[config.mk]
export PLATFORM = sky130hd
export DESIGN_NAME = ex_stage
export DESIGN_NICKNAME = d
export VERILOG_FILES = /design/src/rtl/ex_stage.sv
export SDC_FILE = /design/constraint.sdc
export NUM_CORES = 1
export LEC_CHECK = 0
export BUFFER_PORTS_ARGS = -buffer_cell sky130_fd_sc_hd__buf_2
export CAP_MARGIN = 0
export CORE_MARGIN = 2
export CORE_UTILIZATION = 30
export CTS_CLUSTER_SIZE = 25
export DETAILED_ROUTE_END_ITERATION = 12
export PLACE_DENSITY = 0.45
export SLEW_MARGIN = 20
export SYNTH_ARGS = -nofsm -noshare
export SYNTH_HDL_FRONTEND = slang
export SYNTH_SLANG_ARGS = --single-unit
[constraint.sdc]
create_clock -name clk -period 10 [get_ports clk]
set_input_delay 0.5 -clock clk [delete_from_list [all_inputs] [get_ports clk]]
set_output_delay 0.5 -clock clk [all_outputs]
set_load 0.005 [all_outputs]
[src/rtl/ex_stage.sv]
// Execute stage / EX-MEM register: single-cycle ALU plus an iterative shift-add multiplier.
// Optional EX_MUL_EARLY_TERM_EN: multiplier exits as soon as the remaining multiplier bits are zero.
module ex_stage #(
    parameter int XLEN  = 32,
    parameter int CNT_W = 5
) (
    input  logic            clk,
    input  logic            rst,
    input  logic            valid_i,
    input  logic            flush_i,
    input  logic [1:0]      mem_to_reg_i,
    input  logic [1:0]      ALUop_i,
    input  logic            memWrite_i,
    input  logic            memRead_i,
    input  logic            regWrite_i,
    input  logic            ALUSrc_i,
    input  logic            funct7_i,
    input  logic [2:0]      funct3_i,
    input  logic [XLEN-1:0] pc_4_i,
    input  logic [XLEN-1:0] rd1_i,
    input  logic [XLEN-1:0] rd2_i,
    input  logic [XLEN-1:0] imm_i,
    input  logic [4:0]      writeReg_i,
    output logic            stall_o,
    output logic            valid_o,
    output logic            regWrite_o,
    output logic            memWrite_o,
    output logic            memRead_o,
    output logic            zero_o,
    output logic [1:0]      mem_to_reg_o,
    output logic [4:0]      writeReg_o,
    output logic [XLEN-1:0] alu_result_o,
    output logic [XLEN-1:0] rd2_o,
    output logic [XLEN-1:0] pc_4_o
);
    typedef enum logic {IDLE, MUL} state_t;

    state_t            state, state_nxt;
    logic [XLEN-1:0]   op_b, alu_res;
    logic [XLEN-1:0]   mcand, mplier, acc, acc_add;
    logic [CNT_W-1:0]  cnt;
    logic              start, single, mul_last;

    // pass-through fields captured at multiply start
    logic [4:0]        p_wr;
    logic [1:0]        p_m2r;
    logic              p_rw, p_mw, p_mr;
    logic [XLEN-1:0]   p_pc4, p_rd2;

    assign op_b    = ALUSrc_i ? imm_i : rd2_i;
    assign start   = (state == IDLE) && valid_i && (ALUop_i == 2'b11) && !flush_i;
    assign single  = (state == IDLE) && valid_i && (ALUop_i != 2'b11) && !flush_i;
    assign stall_o = (state == MUL) || start;
    assign acc_add = mplier[0] ? acc + mcand : acc;

`ifdef EX_MUL_EARLY_TERM_EN
    assign mul_last = (cnt == {CNT_W{1'b1}}) || ((mplier >> 1) == '0);
`else
    assign mul_last = (cnt == {CNT_W{1'b1}});
`endif

    always_comb begin
        alu_res = '0;
        case (ALUop_i)
            2'b00: alu_res = rd1_i + op_b;
            2'b01: alu_res = rd1_i - op_b;
            2'b10: begin
                case (funct3_i)
                    3'b000: alu_res = (funct7_i && !ALUSrc_i) ? rd1_i - op_b : rd1_i + op_b;
                    3'b001: alu_res = rd1_i << op_b[4:0];
                    3'b010: alu_res = {{(XLEN-1){1'b0}}, $signed(rd1_i) < $signed(op_b)};
                    3'b011: alu_res = {{(XLEN-1){1'b0}}, rd1_i < op_b};
                    3'b100: alu_res = rd1_i ^ op_b;
                    3'b101: alu_res = funct7_i ? XLEN'($signed(rd1_i) >>> op_b[4:0])
                                               : rd1_i >> op_b[4:0];
                    3'b110: alu_res = rd1_i | op_b;
                    default: alu_res = rd1_i & op_b;
                endcase
            end
            default: alu_res = '0;
        endcase
    end

    always_comb begin
        state_nxt = state;
        case (state)
            IDLE: if (start) state_nxt = MUL;
            MUL:  if (flush_i || mul_last) state_nxt = IDLE;
            default: state_nxt = IDLE;
        endcase
    end

    always_ff @(posedge clk or posedge rst) begin
        if (rst) state <= IDLE;
        else     state <= state_nxt;
    end

    always_ff @(posedge clk or posedge rst) begin
        if (rst) begin
            mcand  <= '0;
            mplier <= '0;
            acc    <= '0;
            cnt    <= '0;
            p_wr   <= '0;
            p_m2r  <= '0;
            p_rw   <= 1'b0;
            p_mw   <= 1'b0;
            p_mr   <= 1'b0;
            p_pc4  <= '0;
            p_rd2  <= '0;
        end else if (start) begin
            mcand  <= rd1_i;
            mplier <= rd2_i;
            acc    <= '0;
            cnt    <= '0;
            p_wr   <= writeReg_i;
            p_m2r  <= mem_to_reg_i;
            p_rw   <= regWrite_i;
            p_mw   <= memWrite_i;
            p_mr   <= memRead_i;
            p_pc4  <= pc_4_i;
            p_rd2  <= rd2_i;
        end else if (state == MUL) begin
            acc    <= acc_add;
            mcand  <= mcand << 1;
            mplier <= mplier >> 1;
            cnt    <= cnt + 1'b1;
        end
    end

    // EX/MEM register: a bubble clears only valid and the write enables
    always_ff @(posedge clk or posedge rst) begin
        if (rst) begin
            valid_o      <= 1'b0;
            regWrite_o   <= 1'b0;
            memWrite_o   <= 1'b0;
            memRead_o    <= 1'b0;
            zero_o       <= 1'b0;
            mem_to_reg_o <= '0;
            writeReg_o   <= '0;
            alu_result_o <= '0;
            rd2_o        <= '0;
            pc_4_o       <= '0;
        end else if (single) begin
            valid_o      <= 1'b1;
            regWrite_o   <= regWrite_i;
            memWrite_o   <= memWrite_i;
            memRead_o    <= memRead_i;
            zero_o       <= (alu_res == '0);
            mem_to_reg_o <= mem_to_reg_i;
            writeReg_o   <= writeReg_i;
            alu_result_o <= alu_res;
            rd2_o        <= rd2_i;
            pc_4_o       <= pc_4_i;
        end else if (state == MUL && !flush_i && mul_last) begin
            valid_o      <= 1'b1;
            regWrite_o   <= p_rw;
            memWrite_o   <= p_mw;
            memRead_o    <= p_mr;
            zero_o       <= (acc_add == '0);
            mem_to_reg_o <= p_m2r;
            writeReg_o   <= p_wr;
            alu_result_o <= acc_add;
            rd2_o        <= p_rd2;
            pc_4_o       <= p_pc4;
        end else begin
            valid_o      <= 1'b0;
            regWrite_o   <= 1'b0;
            memWrite_o   <= 1'b0;
            memRead_o    <= 1'b0;
        end
    end
endmodule

### Yosys cells after proc, flatten, opt, wreduce, memory -nomap -nowiden

Cells that the tools add are included.

| word-level totals | value |
|---|---|
| bits in registers | 284 |
| input port bits | 149 |
| output and inout port bits | 109 |
| word-level logic and storage cells | 101 |

| cells by class | value |
|---|---|
| $add $sub $neg | 4 |
| order comparisons | 2 |
| equal/unequal tests | 11 |
| shift operators | 3 |
| muxes and demuxes | 37 |
| bitwise operators | 4 |
| reductions and logical operators | 18 |

Operators by type and width:

| kind | number |
|---|---|
| two-way mux 32 bit | 16 |
| case mux 32 bit (7 select lines) | 1 |
| case mux 32 bit (3 select lines) | 1 |
| adder 32 bit | 2 |
| zero test 32 bit | 2 |
| less-than comparator 32 bit | 2 |
| bitwise AND 32 bit | 1 |
| bitwise OR 32 bit | 1 |
| << shifter 32 x 5 -> 32 bit | 1 |
| right shift 32 x 5 -> 32 bit | 1 |
| >>> shifter 32 x 5 -> 32 bit | 1 |
| subtractor 32 bit | 1 |
| bitwise XOR 32 bit | 1 |
| two-way mux 5 bit | 4 |
| two-way mux 1 bit | 12 |
| == test 3 bit, second input constant | 3 |
| logical AND 1 bit | 8 |
| == test 3 x 2 -> 1 bit, second input constant | 2 |
| adder 5 x 1 -> 5 bit, second input constant | 1 |
| == test 5 bit, second input constant | 1 |
| == test 2 bit, second input constant | 2 |
| two-way mux 2 bit | 2 |
| nonzero test 2 bit | 2 |
| == test 3 x 1 -> 1 bit, second input constant | 1 |
| other kinds (8) | 10 |

### Logic depth before layout (Yosys ltp)

| depth | value |
|---|---|
| depth in word-level cells | 7 |
| gate-level depth with buffers | 21 |
| gate-level depth less buffers | 17 |

### Worst setup path before layout

Ideal clock, no wire load.

| timing path | value |
|---|---|
| path type | input-to-reg |
| start point | input port ALUSrc_i |
| end point | register zero_o |
| library setup time | 0.067 ns |
| data arrival time | 5.483 ns |
| required time | 9.933 ns |
| slack | 4.451 ns |
| stages on the path | 21 |
| path buffers | 4 |
| cell sequence | mux2i_4 -> inv_2 -> buf_4 -> buf_2 -> buf_1 -> clkbuf_1 -> ha_1 -> inv_1 -> fa_1 -> nand3b_1 -> nand2_1 -> mux2_2 -> a221oi_1 -> o22ai_1 -> nor4b_1 -> nand2_1 -> or4_1 -> or4_1 -> nor4_1 -> nand4_1 -> nand2_1 |

| on the way | value |
|---|---|
| word-level cells in the longest chain between the ends | 7 |
| elaborated cells on any way between the ends | 19 |
| those cells by class | add/sub (2); order compare (2); shift (3); mux (6); bitwise (3); reduce/logical (3) |

Ends and longest elaborated chain:

| item | line | source |
|---|---|---|
| start: declaration | 16 | `input logic ALUSrc_i,` |
| two-way mux 32 bit or zero test 1 bit (tied branches) | 50, 69 |  |
| adder 32 bit (tied with other cells) | 65, 69 |  |
| two-way mux 32 bit, on equally long branches | 69, 74 |  |
| case mux 32 bit (7 select lines) | 68 | `case (funct3_i)` |
| case mux 32 bit (3 select lines) (*) | 64 | `case (ALUop_i)` |
| zero test 32 bit (*) | 149 | `zero_o <= (alu_res == '0);` |
| two-way mux 1 bit (*) | 144 | `end else if (single) begin` |
| end signal: assignment | 149 |  |
| end signal: assignment | 160 | `zero_o <= (acc_add == '0);` |
| end: declaration | 29 | `output logic zero_o,` |

Mark *: on every way between the ends. The rest lies on a longest branch, timed or not.
A chain may end at the register's enable or synchronous reset.

### Worst setup path after layout

Same ends and word-level chain as after synthesis.

==> metrics.csv <==
metric;value;unit
status;finished with violations;
violations;hold timing;
finalCritPeriodShare;64.00;%
peakVddDrop;0.1309;mV
areaGrowthSynthToFinish;14.78;%
cts_resized;0;
r2r-start;mcand[0]$_DFFE_PP0P_;
grt_use_met3;6.725;%
fmax;0.1563;GHz
num_rows;103;
wire_per_inst;29.48;um
setup_viol;0;
pin_count;258;
layout.nets;3409;
cts.htree.levels;2;
whs;-0.02050;ns
r2r_end;alu_result_o[20]$_DFFE_PP0P_;
ys_seq_area_share;29.76;%
groute.usage.overall;29.42;%
slew_violations;0;
gr-total-overflow;0;
clock_latency;0.56;ns
rr_worst_depth;12;
vias_per_cell;5.914;
synth_flop_cell;dfrtp_1;
io_buffers;257;
async_reset_ff_share;100.0;%
max_cap_violations;0;
core;78870;um^2
endpoint_kind;flop;
rsz0062_at_grt;no;
postCtsSetupBuffers;0;
die_h;286.1;um
die_area;81860;um^2
cts_hold_buf;0;
top_usage_layer;met2;
grt_pass1_wl;177.9;mm
path_clk_slew;0.06;ns
layout-drive-gt1-share;14.80;%
routed_wl;123.4;mm
final_cell_mix;nand2_1, dfrtp_1, buf_2;
synth.net_count;3261;
min_path_type;in -> async;
syn_inst;2964;
die_w;286.1;um
synth_edf_count;0;
slew_headroom;19.60;%
antenna_found_initial;14;
fin_setup_tns;0;ns
synth_area;23880;um^2
clock_path_buffers;3;
tightest_slew;1.176;ns
fin_area;27410;um^2
p_leak;0.01304;uW
grt_util_met1;40.31;%
cp_data_arrival_time;6.89;ns
drt_iter0_markers;2550;
clkSinkCount;284;
gp_congestion;1.012;
synth_seq_cells;284;
postRouteAntennaNets;0;
placed_cell_area;26180;um^2
yosys_warnings;0;
grt_pass1_vias;24205;
ff2ff_setup_slack;5.45;ns
dp_hpwl;94.45;mm
fin_worst_skew;0.02224;ns
critPathLaunchType;primary input;
avgSynthCellArea;8.056;um^2
initial_core_util;30.27;%
dr.pass1.iters;5;
crit_fanout;39;
finalHoldViolations;2;
criticalPathCategory;in -> reg;
required;10.49;ns
yosysUniqueCellTypes;81;
numCtsBuffers;35;
cts_tree;built;
ctsRootBufferMaster;clkbuf_16;
final_common_cell;nand2_1;
totalPowerFinal;5236;uW
power.density;191.0;nW/um^2
dr_total_vias;24764;
drc;0;
fin_crit;6.400;ns
grtUsageMet2;44.96;%
grt_max_degree;109;
==> registers in the layout, summed over array words and instances (netlist names), 2 cells and up <==
signal        cells
acc              32
alu_result_o     32
cnt               5
mcand            32
mem_to_reg_o      2
mplier           32
p_m2r             2
p_pc4            32
p_rd2            32
p_wr              5
pc_4_o           32
rd2_o            32
writeReg_o        5
==> power breakdown <==
group	switching, uW	leakage [uW]	internal (uW)	total [uW]
registers	219	0.00362	1440	1660
logic	1430	0.00881	788	2220
clock network	534	0.000603	822	1360
==> per-layer routing <==
layer | part of all wire, % | up-vias
met3 | 8.1 | 230
met1 | 43 | 12380
met2 | 44 | 1144
met4 | 4.2 | 18
li1 | - | 10992
met5 | 0.085 | -
==> cell families (layout without fill, tap and decap cells) <==
kind of cell	Yosys count	in the layout	share of synthesized area, %
muxes	193	193	10.84
buffers and inverters	331	503	5.476
adders and majority gates	148	148	7.850
xor gates and xnor gates	72	72	2.641
AOI/OAI and AO/OA	851	851	24.06
other	0	1	0
DFF	284	284	29.76
and+or+nand+nor	1085	1085	19.37
==> metrics by stage <==
step | setup WS (ns) | instances | utilization [%]
CTS | 3.866 | 4186 | 34.74
detailed placement | 3.315 | 4125 | 33.19
global placement | 3.152 | 4124 | 33.18
finish | 3.600 | 4187 | 34.75
floorplan | 1.664 | 2964 | -
global route | 3.549 | 4186 | 34.75
==> worst max path at each step <==
| stage | slack [ns] | depth (start not counted) | to | from |
|---|---|---|---|---|
| floorplan | 1.66 | 1 | acc[0]$_DFFE_PP0P_ | rst |
| global placement | 3.15 | 18 | zero_o$_DFFE_PP0P_ | ALUSrc_i |
| detailed placement | 3.32 | 16 | zero_o$_DFFE_PP0P_ | ALUSrc_i |
| CTS | 3.87 | 16 | zero_o$_DFFE_PP0P_ | ALUSrc_i |
| global route | 3.55 | 16 | zero_o$_DFFE_PP0P_ | ALUSrc_i |
| finish | 3.60 | 16 | zero_o$_DFFE_PP0P_ | ALUSrc_i |
==> layout make-up <==
| cell class | count | area, um^2 |
|---|---|---|
| antenna | 1 | 2.502 |
| clock buffer | 44 | 969.7 |
| clock inverter | 17 | 252.7 |
| fill | 8449 | 51460 |
| inverter | 130 | 495.5 |
| multi-input combinational | 2349 | 15550 |
| sequential | 284 | 7108 |
| tap | 1050 | 1314 |
| timing repair buffer | 312 | 1713 |
==> critical path: stages <==
cell and delay [ns]:
buf_2 0.42, mux2i_4 0.32, buf_4 0.47, ha_1 0.47
o21bai_1 0.19, a2111oi_0 1.02, nor2_1 0.33, nor2_1 0.23
xnor2_1 0.17, o21ai_0 0.13, a211oi_1 0.95, nand4b_1 0.22
or4_1 0.56, nor4_1 0.58, nand4_1 0.18, nand2_1 0.10
==> Yosys cell counts (19+ instances only) <==
master / instances / area (um^2)
a22o_1: 25 / 219.0
inv_1: 121 / 454.2
xnor2_1: 55 / 481.7
a31oi_1: 22 / 137.6
mux4_2: 48 / 1081
a211oi_1: 34 / 255.2
dfrtp_1: 284 / 7107
clkbuf_1: 158 / 593.1
o22ai_1: 24 / 150.1
buf_1: 19 / 71.32
mux2i_1: 128 / 1281
nand3_1: 42 / 210.2
nand2_1: 683 / 2564
nor3_1: 36 / 180.2
o221ai_1: 22 / 192.7
a21o_1: 29 / 217.7
o31ai_1: 19 / 142.6
ha_1: 145 / 1814
nor2b_1: 21 / 131.4
nor2_1: 171 / 641.9
and3_1: 20 / 125.1
a21oi_1: 152 / 760.7
o21ai_0: 178 / 890.9
a22oi_1: 160 / 1201
o211ai_1: 37 / 277.8
nor4_1: 19 / 118.9
No activity file was read; power rests on OpenSTA's default activity.
